[config.mk]
export PLATFORM = sky130hd
export DESIGN_NAME = serial_logic_unit
export DESIGN_NICKNAME = d
export VERILOG_FILES = /design/src/rtl/serial_logic_unit_pkg.sv /design/src/rtl/logic_slice.sv /design/src/rtl/serial_logic_unit.sv
export SDC_FILE = /design/constraint.sdc
export NUM_CORES = 1
export LEC_CHECK = 0
export ABC_AREA = 1
export CAP_MARGIN = 20
export CORE_ASPECT_RATIO = 0.6
export CORE_MARGIN = 2
export CORE_UTILIZATION = 50
export DETAILED_ROUTE_END_ITERATION = 8
export GPL_TIMING_DRIVEN = 1
export HOLD_SLACK_MARGIN = 0.03
export PLACE_DENSITY_LB_ADDON = 0.08
export SYNTH_ARGS = -nofsm -noshare
export SYNTH_HDL_FRONTEND = slang
export SYNTH_SLANG_ARGS = --single-unit
[constraint.sdc]
create_clock -name clk -period 2.85 [get_ports clk]
set_clock_uncertainty 0.1 [all_clocks]
set_input_delay 0.57 -clock clk [delete_from_list [all_inputs] [get_ports clk]]
set_output_delay 0.57 -clock clk [all_outputs]
set_load 0.01 [all_outputs]
[src/rtl/serial_logic_unit_pkg.sv]
// Shared definitions for the serial logic unit.
//   op_t     : 3-bit operation code, with constants OP_AND..OP_XNOR (6-7 reserved)
//   state_e  : control FSM states (idle, run, done)
package serial_logic_unit_pkg;

   typedef logic [2:0] op_t;

   localparam op_t OP_AND  = 3'd0;
   localparam op_t OP_OR   = 3'd1;
   localparam op_t OP_XOR  = 3'd2;
   localparam op_t OP_NAND = 3'd3;
   localparam op_t OP_NOR  = 3'd4;
   localparam op_t OP_XNOR = 3'd5;

   typedef enum logic [1:0] {
      StIdle,
      StRun,
      StDone
   } state_e;

endpackage

[src/rtl/logic_slice.sv]
// Combinational bitwise operator over one SLICE-bit chunk of the operands.
//   a_i, b_i : operand slices
//   op_i     : operation code; reserved codes give all zeros
//   res_o    : slice result
module logic_slice
   import serial_logic_unit_pkg::*;
#(
   parameter int unsigned SLICE = 4
) (
   input  logic [SLICE-1:0] a_i,
   input  logic [SLICE-1:0] b_i,
   input  op_t              op_i,
   output logic [SLICE-1:0] res_o
);

   always_comb begin
      res_o = '0;
      unique case (op_i)
         OP_AND:  res_o = a_i & b_i;
         OP_OR:   res_o = a_i | b_i;
         OP_XOR:  res_o = a_i ^ b_i;
         OP_NAND: res_o = ~(a_i & b_i);
         OP_NOR:  res_o = ~(a_i | b_i);
         OP_XNOR: res_o = ~(a_i ^ b_i);
         default: res_o = '0;
      endcase
   end

endmodule

[src/rtl/serial_logic_unit.sv]
// Serial bitwise logic unit: computes a WIDTH-bit bitwise op SLICE bits per cycle.
//   clk, rst_n           : clock, asynchronous active-low reset
//   in_valid / in_ready  : operand request handshake (a, b, op)
//   out_valid / out_ready: result handshake (result)
//   busy                 : high while an operation is running or awaiting pickup
//   zero                 : result-is-zero flag, present only when
//                          SERIAL_LOGIC_ZERO_FLAG_EN is defined
module serial_logic_unit
   import serial_logic_unit_pkg::*;
#(
   parameter int unsigned WIDTH = 32,
   parameter int unsigned SLICE = 4
) (
   input  logic             clk,
   input  logic             rst_n,
   input  logic             in_valid,
   output logic             in_ready,
   input  logic [WIDTH-1:0] a,
   input  logic [WIDTH-1:0] b,
   input  op_t              op,
   output logic             out_valid,
   input  logic             out_ready,
   output logic [WIDTH-1:0] result,
   output logic             busy
`ifdef SERIAL_LOGIC_ZERO_FLAG_EN
   ,
   output logic             zero
`endif
);

   localparam int unsigned NumSlices = WIDTH / SLICE;
   localparam int unsigned CntW      = (NumSlices > 1) ? $clog2(NumSlices) : 1;
   localparam logic [CntW-1:0] LastCnt = CntW'(NumSlices - 1);

   state_e           state_q, state_d;
   logic [CntW-1:0]  cnt_q, cnt_d;
   logic [WIDTH-1:0] a_q, a_d, b_q, b_d;
   op_t              op_q, op_d;
   logic [WIDTH-1:0] result_q, result_d;
   logic             in_ready_q, in_ready_d;
   logic             out_valid_q, out_valid_d;
   logic             busy_q, busy_d;
   logic [31:0]      base;
   logic [SLICE-1:0] slice_res;

   assign base = SLICE * 32'(cnt_q);

   logic_slice #(
      .SLICE (SLICE)
   ) u_logic_slice (
      .a_i   (a_q[base +: SLICE]),
      .b_i   (b_q[base +: SLICE]),
      .op_i  (op_q),
      .res_o (slice_res)
   );

`ifdef SERIAL_LOGIC_ZERO_FLAG_EN
   logic zero_q, zero_d;
`endif

   always_comb begin
      state_d     = state_q;
      cnt_d       = cnt_q;
      a_d         = a_q;
      b_d         = b_q;
      op_d        = op_q;
      result_d    = result_q;
      in_ready_d  = in_ready_q;
      out_valid_d = out_valid_q;
      busy_d      = busy_q;
`ifdef SERIAL_LOGIC_ZERO_FLAG_EN
      zero_d      = zero_q;
`endif
      unique case (state_q)
         StIdle: begin
            // in_ready_q is low for the first cycle after reset release
            in_ready_d = 1'b1;
            if (in_valid && in_ready_q) begin
               a_d        = a;
               b_d        = b;
               op_d       = op;
               cnt_d      = '0;
               result_d   = '0;
               state_d    = StRun;
               in_ready_d = 1'b0;
               busy_d     = 1'b1;
            end
         end
         StRun: begin
            result_d[base +: SLICE] = slice_res;
            cnt_d = cnt_q + 1'b1;
            if (cnt_q == LastCnt) begin
               cnt_d       = '0;
               state_d     = StDone;
               out_valid_d = 1'b1;
`ifdef SERIAL_LOGIC_ZERO_FLAG_EN
               zero_d      = (result_d == '0);
`endif
            end
         end
         StDone: begin
            if (out_ready) begin
               state_d     = StIdle;
               out_valid_d = 1'b0;
               busy_d      = 1'b0;
               in_ready_d  = 1'b1;
`ifdef SERIAL_LOGIC_ZERO_FLAG_EN
               zero_d      = 1'b0;
`endif
            end
         end
         default: state_d = StIdle;
      endcase
   end

   always_ff @(posedge clk or negedge rst_n) begin
      if (!rst_n) begin
         state_q     <= StIdle;
         cnt_q       <= '0;
         a_q         <= '0;
         b_q         <= '0;
         op_q        <= OP_AND;
         result_q    <= '0;
         in_ready_q  <= 1'b0;
         out_valid_q <= 1'b0;
         busy_q      <= 1'b0;
`ifdef SERIAL_LOGIC_ZERO_FLAG_EN
         zero_q      <= 1'b0;
`endif
      end else begin
         state_q     <= state_d;
         cnt_q       <= cnt_d;
         a_q         <= a_d;
         b_q         <= b_d;
         op_q        <= op_d;
         result_q    <= result_d;
         in_ready_q  <= in_ready_d;
         out_valid_q <= out_valid_d;
         busy_q      <= busy_d;
`ifdef SERIAL_LOGIC_ZERO_FLAG_EN
         zero_q      <= zero_d;
`endif
      end
   end

   assign in_ready  = in_ready_q;
   assign out_valid = out_valid_q;
   assign busy      = busy_q;
   assign result    = result_q;
`ifdef SERIAL_LOGIC_ZERO_FLAG_EN
   assign zero      = zero_q;
`endif

endmodule

==> results of run 1 <==
## power by group
| part | switching [W] | internal, W |
|---|---|---|
| logic | 0.00250 | 0.00155 |
| registers | 0.000504 | 0.00216 |
| clock network | 0.000593 | 0.000606 |
| total | 0.00360 | 0.00432 |
## cells in the final DEF (no fill, tap or decap), drive strengths merged, types with 3 or more instances in the layout
cell,instances
nand2,240
dfrtp,107
clkdlybuf4s50,104
inv,63
nor2,62
o21ai,57
nand4,27
nand3,24
o21bai,18
ha,15
o22ai,14
buf,13
clkbuf,9
a22o,4
clkinv,4
nor3,4
o221ai,3
## per-stage QoR
stage          instances  total power [W]
6_report             911          0.00792
5_1_grt              911          0.00860
4_1_cts              911          0.00792
3_5_place_dp         895          0.00670
3_3_place_gp         895          0.00660
2_1_floorplan        673          0.00531
## layer usage
metal | wire length [um] | share of wire | up-vias
met5 | 0 | 0 | -
met4 | 104 | 0.0073 | 0
met3 | 930 | 0.065 | 10
met2 | 5820 | 0.41 | 156
met1 | 7440 | 0.52 | 2299
li1 | - | - | 2354
## worst reg2reg max path, cell delays in order, from the launching register on
cell and delay [ns]:
dfrtp_1 0.40, buf_6 0.25, o21ai_0 0.14, o22ai_1 0.20, inv_1 0.08, o21ai_2 0.15
inv_1 0.06, ha_1 0.31, inv_1 0.06, nand4_1 0.07, nand2_1 0.09, nor2_1 0.05
nand2_1 0.19, nand4_1 0.18, o21ai_0 0.19
## state kept, by name, indices dropped and copies added, names as in the netlist
register,cells
out_valid,1
result,32
busy,1
state_q,2
in_ready,1
a_q,32
b_q,32
cnt_q,3
op_q,3
## worst paths after layout
| path | startpoint | cells after the start | to | slack [ns] |
|---|---|---|---|---|
| min | rst_n | 1 | a_q[31]$_DFFE_PN0P_ | 0.07 |
| min in group clk | b_q[6]$_DFFE_PN0P_ | 2 | b_q[6]$_DFFE_PN0P_ | 0.37 |
| max in group asynchronous | rst_n | 2 | result[4]$_DFFE_PN0P_ | 1.90 |
| max reg2reg | cnt_q[0]$_DFFE_PN0P_ | 14 | result[15]$_DFFE_PN0P_ | 0.24 |
| min reg2reg | b_q[6]$_DFFE_PN0P_ | 2 | b_q[6]$_DFFE_PN0P_ | 0.37 |
| max | cnt_q[0]$_DFFE_PN0P_ | 14 | result[15]$_DFFE_PN0P_ | 0.24 |
## final cells by class
type	count	share of cell area
Timing Repair Buffer	117	0.172
Multi-Input combinational cell	471	0.341
Tap cell	139	0.0251
Sequential cell	107	0.387
Clock buffer	9	0.0325
Clock inverter	7	0.00814
Inverter	61	0.0338
## logic make-up (layout without fill, tap and decap cells)
group           after synthesis  count (layout)
compound gates               98              98
simple gates                358             358
fa+ha+maj                    15              15
buf+inv                      95             194
flops                       107             107
## what timing repair did
item                                    4_1_cts  5_1_grt
gates resized for setup                       0        4
endpoints found under the setup margin        0       18
setup buffers                                 0        0
==> metrics.md, run 1 <==
| Metric | Value |
|---|---|
| VDD IR-drop max | `0.491 mV` |
| Crit. End Element | `flop` |
| Gr ovfl total | `0` |
| Largest net degree at the start of global routing | `74` |
| Clock sink total | `107` |
| Worst slew margin | `0.650` |
| DPL Wire Length | `10.5 mm` |
| Vias in the first global route | `4691` |
| Chip height | `84.9 um` |
| Multi-input gate area | `0.00236 mm^2` |
| Inserted Clock Buffers | `9` |
| # setup viols final | `0` |
| Via-to-Cell Ratio | `5.29` |
| Site row count | `29` |
| Via count | `4819` |
| Synth Area in Compound Gates | `0.111` |
| Worst-path cell chain | `buf_6, o21ai_0, o22ai_1, inv_1, o21ai_2, inv_1, ha_1, inv_1, nand4_1, nand2_1, nor2_1, nand2_1, nand4_1, o21ai_0` |
| Slowest stage cell, crit path | `dfrtp_1` |
| Max Slew Vio Count | `0` |
| Mapped cell area | `0.00545 mm^2` |
| Number of remaining DRC errors | `0` |
| Maximum root-to-sink buffer count | `2` |
| GRT met2 Usage | `0.354` |
| TritonRoute pass-1 iters | `5` |
| Largest area contributor in the netlist | `dfrtp_1` |
| Minimum clock period | `2.61 ns` |
| Initial DRC Count | `406` |
| Die width | `139 um` |
| Post-synthesis adder-cell area fraction | `0.0344` |
| Warnings, synthesis | `0` |
| Synth Register Bits | `107` |
| Clk Latency, worst-skew pair | `0.36 ns` |
| Routed Antenna Nets | `0` |
| Initial Util | `0.515` |
| Htree depth | `3` |
| Post-layout util | `0.653` |
| Min-delay worst type | `in -> async` |
| P per Cell Area | `1140 mW/mm^2` |
| Routed wire per std cell | `15.7 um` |
| Fill cell count | `896` |
| Xor/xnor share of the synthesized area | `0` |
| Avg Synthesized Cell Area | `8.10 um^2` |
| Ant. Diodes | `0` |
| Post-synth EDFFs | `0` |
| Data arrival time of the worst path | `2.78 ns` |
| WHS | `0.0737 ns` |
| Most frequent cell after synthesis | `nand2_1` |
| Mapped Nets | `759` |
| Post-route cell area | `0.00692 mm^2` |
| Worst setup margin | `0.243 ns` |
| Crit-path leading delay family | `compound AO/OA/AOI/OAI gates` |
| CTS Root Buffer Type | `clkbuf_16` |
| Tcrit/Tclk final | `0.915` |
| Post-synthesis sequential area ratio | `0.491` |
| CTS tree | `built` |
| Final setup TNS | `0 ns` |
| Type of origin of the critical path | `flop` |
| Met3 GRT Util | `0.0598` |
| Cell count after synthesis | `673` |
| RSZ-0062 raised after global routing | `false` |
| P_leak | `3.39 nW` |
| Synth Area in Simple Gates | `0.286` |
| GRT Overall Usage | `0.256` |
| Synth top area share | `0.491` |
| Dpl cell area | `0.00663 mm^2` |
| Buffers on Ports | `105` |
| Cell mode on critical path | `inv_1` |
| GPL Wtd Cong | `0.883` |
| First-pass GRT wire length | `24.1 mm` |
| Clock slew at the register clock pins of the worst setup and hold paths | `0.08 ns` |
| Sequential Area | `0.00268 mm^2` |
| Layout cell share with drive strength beyond 1 | `0.0790` |
| Layout Nets | `853` |
| GR peak layer | `met1` |
| Largest family of logic cells by synthesized area | `simple AND/OR/NAND/NOR gates` |
| Yosys cell types | `33` |
| Met1 Track Usage GR | `0.408` |
| Core Area | `0.0106 mm^2` |
| Die ar. | `0.0118 mm^2` |
| Max-Cap Viols | `0` |
| Crit path buf inv count | `4` |
| Least-Margin Pin Slew | `0.526 ns` |
| Initial antenna violation count | `0` |
| Synth cell count leaders | `nand2_1, dfrtp_1, nor2_1` |
| Setup WS pre-CTS | `0.138 ns` |
| Final Hold Vio Count | `0` |
| Layout area overhead | `26.9%` |
| Slowest stage delay, CP | `0.40 ns` |
| Cts hold-fix bufs | `0` |
| Asr flop ratio synth | `1.00` |
| Main synth FF type | `dfrtp_1` |
| Synth area leaders | `dfrtp_1, nand2_1, o21ai_0, nor2_1, inv_1` |
| Setup Crit Path Kind | `reg -> reg` |
| Fmax | `384 MHz` |
| Status | `completed` |
| Routed wire length | `14.3 mm` |
| Max Fanout on Critical Path | `32` |
| Worst EP required | `3.02 ns` |
| # IOs | `106` |
| Mux contribution to synthesized area | `0` |
Note: power is estimated with default switching activity, not from simulation.
==> run 2: changes to the inputs <==
Settings changed: HOLD_SLACK_MARGIN 0.03 to 0.08, TNS_END_PERCENT set to 30.
==> results of run 2 <==
No change in the layout: final DEF, timing and power equal those of run 1.
==> run 3: changes to the inputs <==
Settings changed: CORE_ASPECT_RATIO 0.6 to 2.
==> run 3 against run 2 <==
Net effect: final area shrank 0.71%; flip-flop and latch count did not move; register-to-register slack improved by 0.02 ns; count of clock-buffer cells in the layout increased by 1; core utilization shrank 1.4 points; wire length decreased by 13%; via count is 2.1% lower; global-route usage down 2.4 points; fmax grew 0.66%.
==> metrics.md, run 3 (synthesis gave the netlist of run 1 again) <==
| Metric | Value |
|---|---|
| Status | `completed` |
| Core Area | `0.0107 mm^2 (+1.4%)` |
| Setup Crit Path Kind | `reg -> reg` |
| Clock sink total | `107 (unchanged)` |
| Routed wire per std cell | `13.7 um (-13%)` |
| Crit. End Element | `flop` |
| GRT Overall Usage | `0.232 (-0.0244)` |
| Chip height | `152 um (+79%)` |
| Dpl cell area | `0.00658 mm^2 (-0.81%)` |
| Max Fanout on Critical Path | `34 (+6.3%)` |
| Worst slew margin | `0.580 (-0.0696)` |
| # IOs | `106 (unchanged)` |
| Type of origin of the critical path | `flop` |
| First-pass GRT wire length | `21.8 mm (-9.6%)` |
| Max Slew Vio Count | `0 (unchanged)` |
| Seq pwr share | `0.345 (+0.008)` |
| Layout Nets | `849 (-0.47%)` |
| TritonRoute pass-1 iters | `6 (+1)` |
| Ant. Diodes | `0 (unchanged)` |
| Least-Margin Pin Slew | `0.630 ns (+0.104 ns)` |
| Die ar. | `0.0118 mm^2 (+0.20%)` |
| Sw Pwr | `0.00339 W (-5.9%)` |
| Number of remaining DRC errors | `0 (unchanged)` |
| Via-to-Cell Ratio | `5.20 (-1.7%)` |
| Worst setup margin | `0.260 ns (+0.0171 ns)` |
| Layout cell share with drive strength beyond 1 | `0.0729 (-0.00610)` |
| Clock slew at the register clock pins of the worst setup and hold paths | `0.07 ns (about the same)` |
| Clk Latency, worst-skew pair | `0.35 ns (about the same)` |
| Min-delay worst type | `in -> async` |
| Inserted Clock Buffers | `9 (unchanged)` |
| RSZ-0062 raised after global routing | `false` |
| Internal Power | `0.00427 W (-1.3%)` |
| Routed Antenna Nets | `0 (unchanged)` |
| Largest net degree at the start of global routing | `74 (unchanged)` |
| Routed wire length | `12.5 mm (-13%)` |
| Tcrit/Tclk final | `0.909 (-0.00601)` |
| Layout area overhead | `26.0%` |
| Commonest non-fill, non-tap cell in the layout | `nand2_1` |
| CTS tree | `built` |
| Vias in the first global route | `4672 (-0.41%)` |
| Worst EP required | `3.02 ns (about the same)` |
| Initial Util | `0.508 (-0.00707)` |
| DPL Wire Length | `8.87 mm (-15%)` |
| GPL Wtd Cong | `0.866 (-2.0%)` |
| # setup viols final | `0 (unchanged)` |
| Htree depth | `3 (unchanged)` |
| CTS Root Buffer Type | `clkbuf_16` |
| P_leak | `3.36 nW (-0.89%)` |
| P per Cell Area | `1110 mW/mm^2 (-2.7%)` |
| Final setup TNS | `0 ns (unchanged)` |
| Final Hold Vio Count | `0 (unchanged)` |
| Via count | `4720 (-2.1%)` |
| CTS resizes | `0 (unchanged)` |
| Sw Share | `0.443 (-0.0118)` |
| Site row count | `54 (+86%)` |
| Data arrival time of the worst path | `2.76 ns (-0.02 ns)` |
| Most frequent cells in the layout | `nand2_1, dfrtp_1, clkdlybuf4s50_1` |
| Clock share of power | `0.155 (+0.004)` |
| Minimum clock period | `2.59 ns (-0.0171 ns)` |
| R2R depth | `12 (-2)` |
| Die width | `77.9 um (-44%)` |
| Post-CTS setup buffers | `0 (unchanged)` |
| Max-Cap Viols | `0 (unchanged)` |
| Initial DRC Count | `322 (-21%)` |
| Fmax | `386 MHz (+0.66%)` |
| Gr ovfl total | `0 (unchanged)` |
| Initial antenna violation count | `0 (unchanged)` |
| Setup WS pre-CTS | `0.267 ns (+0.128 ns)` |
| Cts hold-fix bufs | `0 (unchanged)` |
| Post-route cell area | `0.00687 mm^2 (-0.71%)` |
| Combinational power share | `0.500 (-0.012)` |
| Buffers on Ports | `105 (unchanged)` |
| Maximum root-to-sink buffer count | `2 (unchanged)` |
| VDD IR-drop max | `0.793 mV (+62%)` |
## run 3: cell types whose count changed in the layout (fill, tap and decap cells not counted), moves of 2 or more
| cell | before | now |
|---|---|---|
| clkinv_2 | 1 | 3 |
| buf_12 | 4 | 2 |
| buf_4 | 8 | 6 |
| inv_6 | 4 | 1 |
## run 3: area by class of cell
class	count	area, um^2
clock inverter	6	48.8
timing repair buffer	113	1140
fill	970	3870
sequential	107	2680
inverter	61	234
clock buffer	10	239
tap	140	175
multi-input combinational	471	2360
## run 3: critical path, stage by stage, from the launching register on
cell and delay, ns:
dfrtp_1 0.38, clkinv_2 0.34, o21ai_0 0.30, o22ai_1 0.13, o21ai_1 0.24, ha_1 0.29, inv_1 0.06, nand4_1 0.08
nand2_1 0.08, nor2_1 0.05, nand2_2 0.12, nand4_1 0.15, o21bai_1 0.18
## run 3: worst paths after layout
path / endpoint / from / slack (ns)
max reg2reg: result[9]$_DFFE_PN0P_ / cnt_q[0]$_DFFE_PN0P_ / 0.26
min in group clk: a_q[23]$_DFFE_PN0P_ / a_q[23]$_DFFE_PN0P_ / 0.37
max in group asynchronous: state_q[0]$_DFFE_PN0P_ / rst_n / 1.77
min: a_q[16]$_DFFE_PN0P_ / rst_n / 0.14
max: result[9]$_DFFE_PN0P_ / cnt_q[0]$_DFFE_PN0P_ / 0.26
min reg2reg: a_q[23]$_DFFE_PN0P_ / a_q[23]$_DFFE_PN0P_ / 0.37
## run 3: per-stage QoR
step	hold WS, ns	std cells	power (W)	utilization
after detailed placement	0.354	892	0.00649	0.612
final	0.137	908	0.00766	0.640
after global routing	0.188	908	0.00844	0.640
after floorplan	0.174	673	0.00531	-
after CTS	0.153	908	0.00771	0.639
after global placement	0.350	892	0.00643	0.612
## run 3: per-layer routing
metal	track usage	wire length (um)	part of all wire
met1	0.299	5500	0.44
met2	0.398	6260	0.50
met3	0.0296	438	0.035
met4	0.0857	255	0.020
met5	0	0	0
## run 3: power groups by stage
stage | registers (W) | logic (W) | clock network, W
2_1_floorplan | 0.00255 | 0.00275 | 0
3_3_place_gp | 0.00266 | 0.00376 | 0
3_5_place_dp | 0.00266 | 0.00383 | 0
4_1_cts | 0.00265 | 0.00386 | 0.00121
5_1_grt | 0.00273 | 0.00444 | 0.00127
6_report | 0.00264 | 0.00382 | 0.00119
